`src/rtl/sorter_pkg.sv`:
```
// Shared types and helpers for the sequential odd-even transposition sorter.
//   state_e          : controller states (idle / sorting / result held)
//   phase_cnt_width  : width of the phase counter for a given element count
//   DirAsc / DirDesc : encodings of the per-transaction sort direction
package sorter_pkg;

  typedef enum logic [1:0] {
    StIdle,
    StSort,
    StDone
  } state_e;

  localparam logic DirAsc  = 1'b0;
  localparam logic DirDesc = 1'b1;

  // One extra bit so the counter can represent N itself without wrapping.
  function automatic int unsigned phase_cnt_width(input int unsigned n);
    return $clog2(n) + 1;
  endfunction

endpackage

```
`src/rtl/sorter_cmp_swap.sv`:
```
// Single compare-exchange cell for the transposition network.
//   a_i, b_i      : elements at the lower / higher index of the pair
//   descending_i  : direction, DirDesc puts the larger value at the lower index
//   lo_o, hi_o    : elements to write back to the lower / higher index
//   swapped_o     : high when the pair was exchanged
// Equal elements never exchange, which keeps the sort stable.
module sorter_cmp_swap
  import sorter_pkg::*;
#(
  parameter int unsigned W = 2
) (
  input  logic [W-1:0] a_i,
  input  logic [W-1:0] b_i,
  input  logic         descending_i,
  output logic [W-1:0] lo_o,
  output logic [W-1:0] hi_o,
  output logic         swapped_o
);

  always_comb begin
    swapped_o = (descending_i == DirDesc) ? (a_i < b_i) : (a_i > b_i);
    lo_o      = swapped_o ? b_i : a_i;
    hi_o      = swapped_o ? a_i : b_i;
  end

endmodule

```
`src/rtl/param_seq_sorter.sv`:
```
// Sequential odd-even transposition sorter: N unsigned W-bit elements, one
// compare-exchange phase per clock, valid/ready on both sides.
//   clk, rst_n            : clock, synchronous active-low reset
//   in_valid/in_ready     : input handshake; in_data element i at [i*W +: W]
//   descending            : direction, sampled on accept
//   out_valid/out_ready   : output handshake; out_data holds the last result
//   busy                  : high while sorting
// Build option SORTER_EARLY_EXIT_EN: finish once two consecutive phases make
// no exchange; otherwise exactly N phases are always run.
module param_seq_sorter
  import sorter_pkg::*;
#(
  parameter int unsigned N = 4,
  parameter int unsigned W = 2
) (
  input  logic         clk,
  input  logic         rst_n,
  input  logic         in_valid,
  output logic         in_ready,
  input  logic [N*W-1:0] in_data,
  input  logic         descending,
  output logic         out_valid,
  input  logic         out_ready,
  output logic [N*W-1:0] out_data,
  output logic         busy
);

  localparam int unsigned PW      = phase_cnt_width(N);
  localparam int unsigned NumEven = N / 2;
  localparam int unsigned NumOdd  = (N - 1) / 2;
  localparam int unsigned NumOddW = (NumOdd > 0) ? NumOdd : 1;

  state_e           state_q, state_d;
  logic [N*W-1:0]   elem_q, elem_d;
  logic [N*W-1:0]   out_q, out_d;
  logic [PW-1:0]    phase_q, phase_d;
  logic             desc_q, desc_d;

  logic [N*W-1:0]   even_vec, odd_vec, phase_vec;
  logic [NumEven-1:0] even_sw;
  logic [NumOddW-1:0] odd_sw;
  logic             phase_swap, last_phase, sort_done;

  // Even phases: pairs (0,1),(2,3),...
  for (genvar i = 0; i < NumEven; i++) begin : g_even
    sorter_cmp_swap #(.W(W)) u_cs (
      .a_i          (elem_q[2*i*W +: W]),
      .b_i          (elem_q[(2*i+1)*W +: W]),
      .descending_i (desc_q),
      .lo_o         (even_vec[2*i*W +: W]),
      .hi_o         (even_vec[(2*i+1)*W +: W]),
      .swapped_o    (even_sw[i])
    );
  end
  if (N % 2 == 1) begin : g_even_tail
    assign even_vec[(N-1)*W +: W] = elem_q[(N-1)*W +: W];
  end

  // Odd phases: pairs (1,2),(3,4),...; element 0 always passes through.
  for (genvar i = 0; i < NumOdd; i++) begin : g_odd
    sorter_cmp_swap #(.W(W)) u_cs (
      .a_i          (elem_q[(2*i+1)*W +: W]),
      .b_i          (elem_q[(2*i+2)*W +: W]),
      .descending_i (desc_q),
      .lo_o         (odd_vec[(2*i+1)*W +: W]),
      .hi_o         (odd_vec[(2*i+2)*W +: W]),
      .swapped_o    (odd_sw[i])
    );
  end
  if (NumOdd == 0) begin : g_odd_none
    assign odd_sw = '0;
  end
  assign odd_vec[0 +: W] = elem_q[0 +: W];
  if (N % 2 == 0) begin : g_odd_tail
    assign odd_vec[(N-1)*W +: W] = elem_q[(N-1)*W +: W];
  end

  assign phase_vec  = phase_q[0] ? odd_vec : even_vec;
  assign phase_swap = phase_q[0] ? |odd_sw : |even_sw;
  assign last_phase = (phase_q == PW'(N - 1));

`ifdef SORTER_EARLY_EXIT_EN
  // Remembers that the previously applied phase exchanged nothing.
  logic noswap_q, noswap_d;
  assign sort_done = last_phase || ((phase_q != '0) && noswap_q && !phase_swap);
`else
  logic unused_phase_swap;
  assign unused_phase_swap = phase_swap;
  assign sort_done         = last_phase;
`endif

  // State register
  always_ff @(posedge clk) begin
    if (!rst_n) state_q <= StIdle;
    else        state_q <= state_d;
  end

  // Next-state logic
  always_comb begin
    state_d = state_q;
    unique case (state_q)
      StIdle:  if (in_valid)  state_d = StSort;
      StSort:  if (sort_done) state_d = StDone;
      StDone:  if (out_ready) state_d = StIdle;
      default: state_d = StIdle;
    endcase
  end

  // Output logic
  always_comb begin
    in_ready  = (state_q == StIdle);
    busy      = (state_q == StSort);
    out_valid = (state_q == StDone);
    out_data  = out_q;
  end

  // Datapath next state
  always_comb begin
    elem_d  = elem_q;
    out_d   = out_q;
    phase_d = phase_q;
    desc_d  = desc_q;
`ifdef SORTER_EARLY_EXIT_EN
    noswap_d = noswap_q;
`endif
    unique case (state_q)
      StIdle: begin
        if (in_valid) begin
          elem_d  = in_data;
          desc_d  = descending;
          phase_d = '0;
`ifdef SORTER_EARLY_EXIT_EN
          noswap_d = 1'b0;
`endif
        end
      end
      StSort: begin
        elem_d  = phase_vec;
        phase_d = phase_q + PW'(1);
`ifdef SORTER_EARLY_EXIT_EN
        noswap_d = !phase_swap;
`endif
        if (sort_done) out_d = phase_vec;
      end
      default: ;
    endcase
  end

  always_ff @(posedge clk) begin
    if (!rst_n) begin
      elem_q  <= '0;
      out_q   <= '0;
      phase_q <= '0;
      desc_q  <= DirAsc;
`ifdef SORTER_EARLY_EXIT_EN
      noswap_q <= 1'b0;
`endif
    end else begin
      elem_q  <= elem_d;
      out_q   <= out_d;
      phase_q <= phase_d;
      desc_q  <= desc_d;
`ifdef SORTER_EARLY_EXIT_EN
      noswap_q <= noswap_d;
`endif
    end
  end

endmodule

```
`config.mk`:
```
export PLATFORM = sky130hd
export DESIGN_NAME = param_seq_sorter
export DESIGN_NICKNAME = d
export VERILOG_FILES = /design/src/rtl/sorter_pkg.sv /design/src/rtl/sorter_cmp_swap.sv /design/src/rtl/param_seq_sorter.sv
export SDC_FILE = /design/constraint.sdc
export NUM_CORES = 1
export LEC_CHECK = 0
export ABC_CLOCK_PERIOD_IN_PS = 3900
export CAP_MARGIN = 20
export CORE_MARGIN = 4
export CORE_UTILIZATION = 55
export DETAILED_ROUTE_END_ITERATION = 6
export PLACE_DENSITY = 0.84
export SLEW_MARGIN = 10
export SYNTH_ARGS = -nofsm -noshare
export SYNTH_HDL_FRONTEND = slang
export SYNTH_SLANG_ARGS = --single-unit
```
`constraint.sdc`:
```
create_clock -name clk -period 3.9 [get_ports clk]
set_input_delay 0.78 -clock clk [delete_from_list [all_inputs] [get_ports clk]]
set_output_delay 0.78 -clock clk [all_outputs]
set_load 0.01 [all_outputs]
```
==> flow_metrics.env <==
export IMPL_yosysMostFrequentCell="dfxtp_1"
export IMPL_slew_headroom_pct=65.41
export IMPL_place_hpwl_mm=2.371
export IMPL_numCtsBuffers=3
export IMPL_synth_area_sq_um=1259
export IMPL_ys_top_cells_by_count="dfxtp_1 (22), nor2_1 (13), a21oi_1 (12)"
export IMPL_grt_max_degree=18
export IMPL_grt_pass1_wl_mm=4.995
export IMPL_path_delay_family="buffers and inverters"
export IMPL_cts_max_level=1
export IMPL_routed_wl_mm=3.138
export IMPL_ant_nets=0
export IMPL_cp_arrival_ns=1.77
export IMPL_min_delay_start="out_data[3]"
export IMPL_worstReg2RegStart="elem_q[3]"
export IMPL_syn_num_nets=162
export IMPL_path_clk_slew_ns=0.11
export IMPL_hp_class="flop to flop"
export IMPL_rsz0062_at_grt="false"
export IMPL_rows=17
export IMPL_gr_usage_all_layers_pct=19.92
export IMPL_via_count=1170
export IMPL_cp_end_kind="output pin"
export IMPL_hold_slack_ns=0.5089
export IMPL_syn_avg_cell_area_sq_um=8.927
export IMPL_cp_required_ns=3.12
export IMPL_layout_nets=186
export IMPL_core_region_area_sq_um=2191
export IMPL_synth_top_area_cell="dfxtp_1"
export IMPL_run_status="finished clean"
export IMPL_worstSetupPathType="flop to output pin"
export IMPL_syn_inst=141
export IMPL_synthTopCellsByArea="dfxtp_1 (35%), ha_1 (8.0%), a22oi_1 (6.0%)"
export IMPL_initial_core_util_pct=57.45
export IMPL_critPathLaunchType="flop"
export IMPL_clk_path_buf_depth=2
export IMPL_drc_errors=0
export IMPL_worst_clock_skew_ns=0.0003898
export IMPL_die_w_microns=55.84
export IMPL_wl_per_cell_microns=16.43
export IMPL_synth_warnings=0
export IMPL_setup_viol=0
export IMPL_vdd_ir_drop_max_v=0.0003087
export IMPL_die_height_microns=55.84
export IMPL_synth_edf_count=0
export IMPL_clkLatencyLatePin_ns=0.30
export IMPL_cts_root_buf="clkbuf_4"
export IMPL_gp_congestion=0.8479
export IMPL_io_pins=24
export IMPL_cellPowerDensity_nw_per_um2=330.7
export IMPL_async_reset_ff_share_pct=0
export IMPL_synth_top_area_share_pct=34.99
export IMPL_first_global_vias=1085
export IMPL_cts_tree="built"
export IMPL_cpPeakStageDelay_ns=0.58
export IMPL_drt_pass1_iter_count=4
export IMPL_io_buffer_count=23
export IMPL_crit_path_top_delay_cell="clkdlybuf4s50_1"
export IMPL_power_leakage_uw=0.0005525
export IMPL_synth_top_flop_cell="dfxtp_1"
export IMPL_setup_tns_ns=0
export IMPL_cts_hold_buf=0
export IMPL_n_antenna_cell=0
export IMPL_cts_resized=0
export IMPL_drive_above_1_share_pct=12.27
export IMPL_grt_ovfl_total=0
export IMPL_synth_seq_area_share_pct=34.99
export IMPL_vias_per_cell=6.126
export IMPL_finalCritPeriodShare_pct=65.46
export IMPL_netlist_cell_type_count=32
export IMPL_drt_iter0_markers=45
export IMPL_finalCriticalPeriod_ns=2.553
export IMPL_syn_to_final_growth_pct=21.27
export IMPL_crit_buf_inv=2
export IMPL_antenna_found_initial=0
export IMPL_nFillCells=186
export IMPL_path_max_fanout=12
export IMPL_cts_sinks=22
export IMPL_die_area_sq_um=3118
export IMPL_post_cts_buffers=0
export IMPL_max_cap_violations=0
export IMPL_synth_seq_cells=22
export IMPL_maxSlewViolCount=0
export IMPL_cp_startpoint="state_q[0]"
export IMPL_worstPathCellList="nand2b_1 > inv_2 > clkdlybuf4s50_1"
export IMPL_worstMarginPinSlew_ns=0.5183
export IMPL_fmaxAchievable_mhz=391.7
export IMPL_hold_viol_final=0
## area by class of cell
cell class              count  area, sq um  share of cell area, %
flip-flops and latches     22        440.4                  28.85
inverters                  13        48.80                  3.197
well taps                  28        35.03                  2.295
clock buffers               3        22.52                  1.475
repair buffers             24        237.7                  15.57
multi-input cells         101        742.0                  48.61
## through the flow
step	cell area, sq um	instances	total power [uW]	util (%)	setup slack, ns
2_1_floorplan	1259	141	362.0	-	2.020
3_3_place_gp	1504	188	398.6	68.65	1.702
3_5_place_dp	1504	188	405.7	68.65	1.554
4_1_cts	1526	191	505.0	69.67	1.355
5_1_grt	1526	191	528.2	69.67	1.275
6_report	1526	191	504.8	69.67	1.347
## layout by cell type (no fill, tap or decap), drive strengths merged
cell / n
a21oi: 15
a221o: 1
a22oi: 10
a311oi: 4
a32o: 2
buf: 1
clkbuf: 3
clkdlybuf4s50: 23
dfxtp: 22
ha: 8
inv: 13
mux2i: 6
nand2: 10
nand2b: 2
nand4: 4
nor2: 14
nor2b: 4
nor3: 1
nor3b: 1
o21ai: 10
o221ai: 4
o22a: 1
o22ai: 2
or3b: 2
## worst min-delay path, cell delays in order (launching register included)
cell and delay (ns):
dfxtp_1 0.33, nor2_1 0.10, a311oi_1 0.05
## sequential cells by signal, indices dropped and copies added, names as in the netlist
register  cells
elem_q        8
out_data      8
phase_q       3
state_q       2
desc_q        1
## kinds of logic (layout without fill, tap and decap cells)
group | Yosys count | in the layout | synth area share [%]
DFF | 22 | 22 | 34.99
and+or+nand+nor | 38 | 38 | 17.69
muxes | 6 | 6 | 4.772
AOI/OAI and AO/OA | 49 | 49 | 28.53
buffers and inverters | 18 | 40 | 6.063
adders and majority gates | 8 | 8 | 7.953
## path summary, 6_finish.rpt
check                     end  slack [ns]  depth (start not counted)
hold / removal    out_data[3]        0.51                          2
setup reg to reg    elem_q[1]        1.76                          7
hold reg to reg   out_data[3]        0.51                          2
setup / recovery         busy        1.35                          3
## metal layers
layer / vias to the layer above / track usage, % / wire [microns]
met5: - / 0 / 0
met3: 7 / 4.872 / 203
met4: 0 / 4.746 / 34
met2: 47 / 36.32 / 1602
li1: 565 / - / -
met1: 551 / 23.32 / 1298
## power breakdown
group	switching (uW)	leakage (uW)	internal, uW	total, uW
Sequential	16.4	0.000179	235	251
Clock	64.6	0.0000138	36.1	101
Combinational	81.3	0.000359	71.5	153
Power figures use the tool's default switching activity.
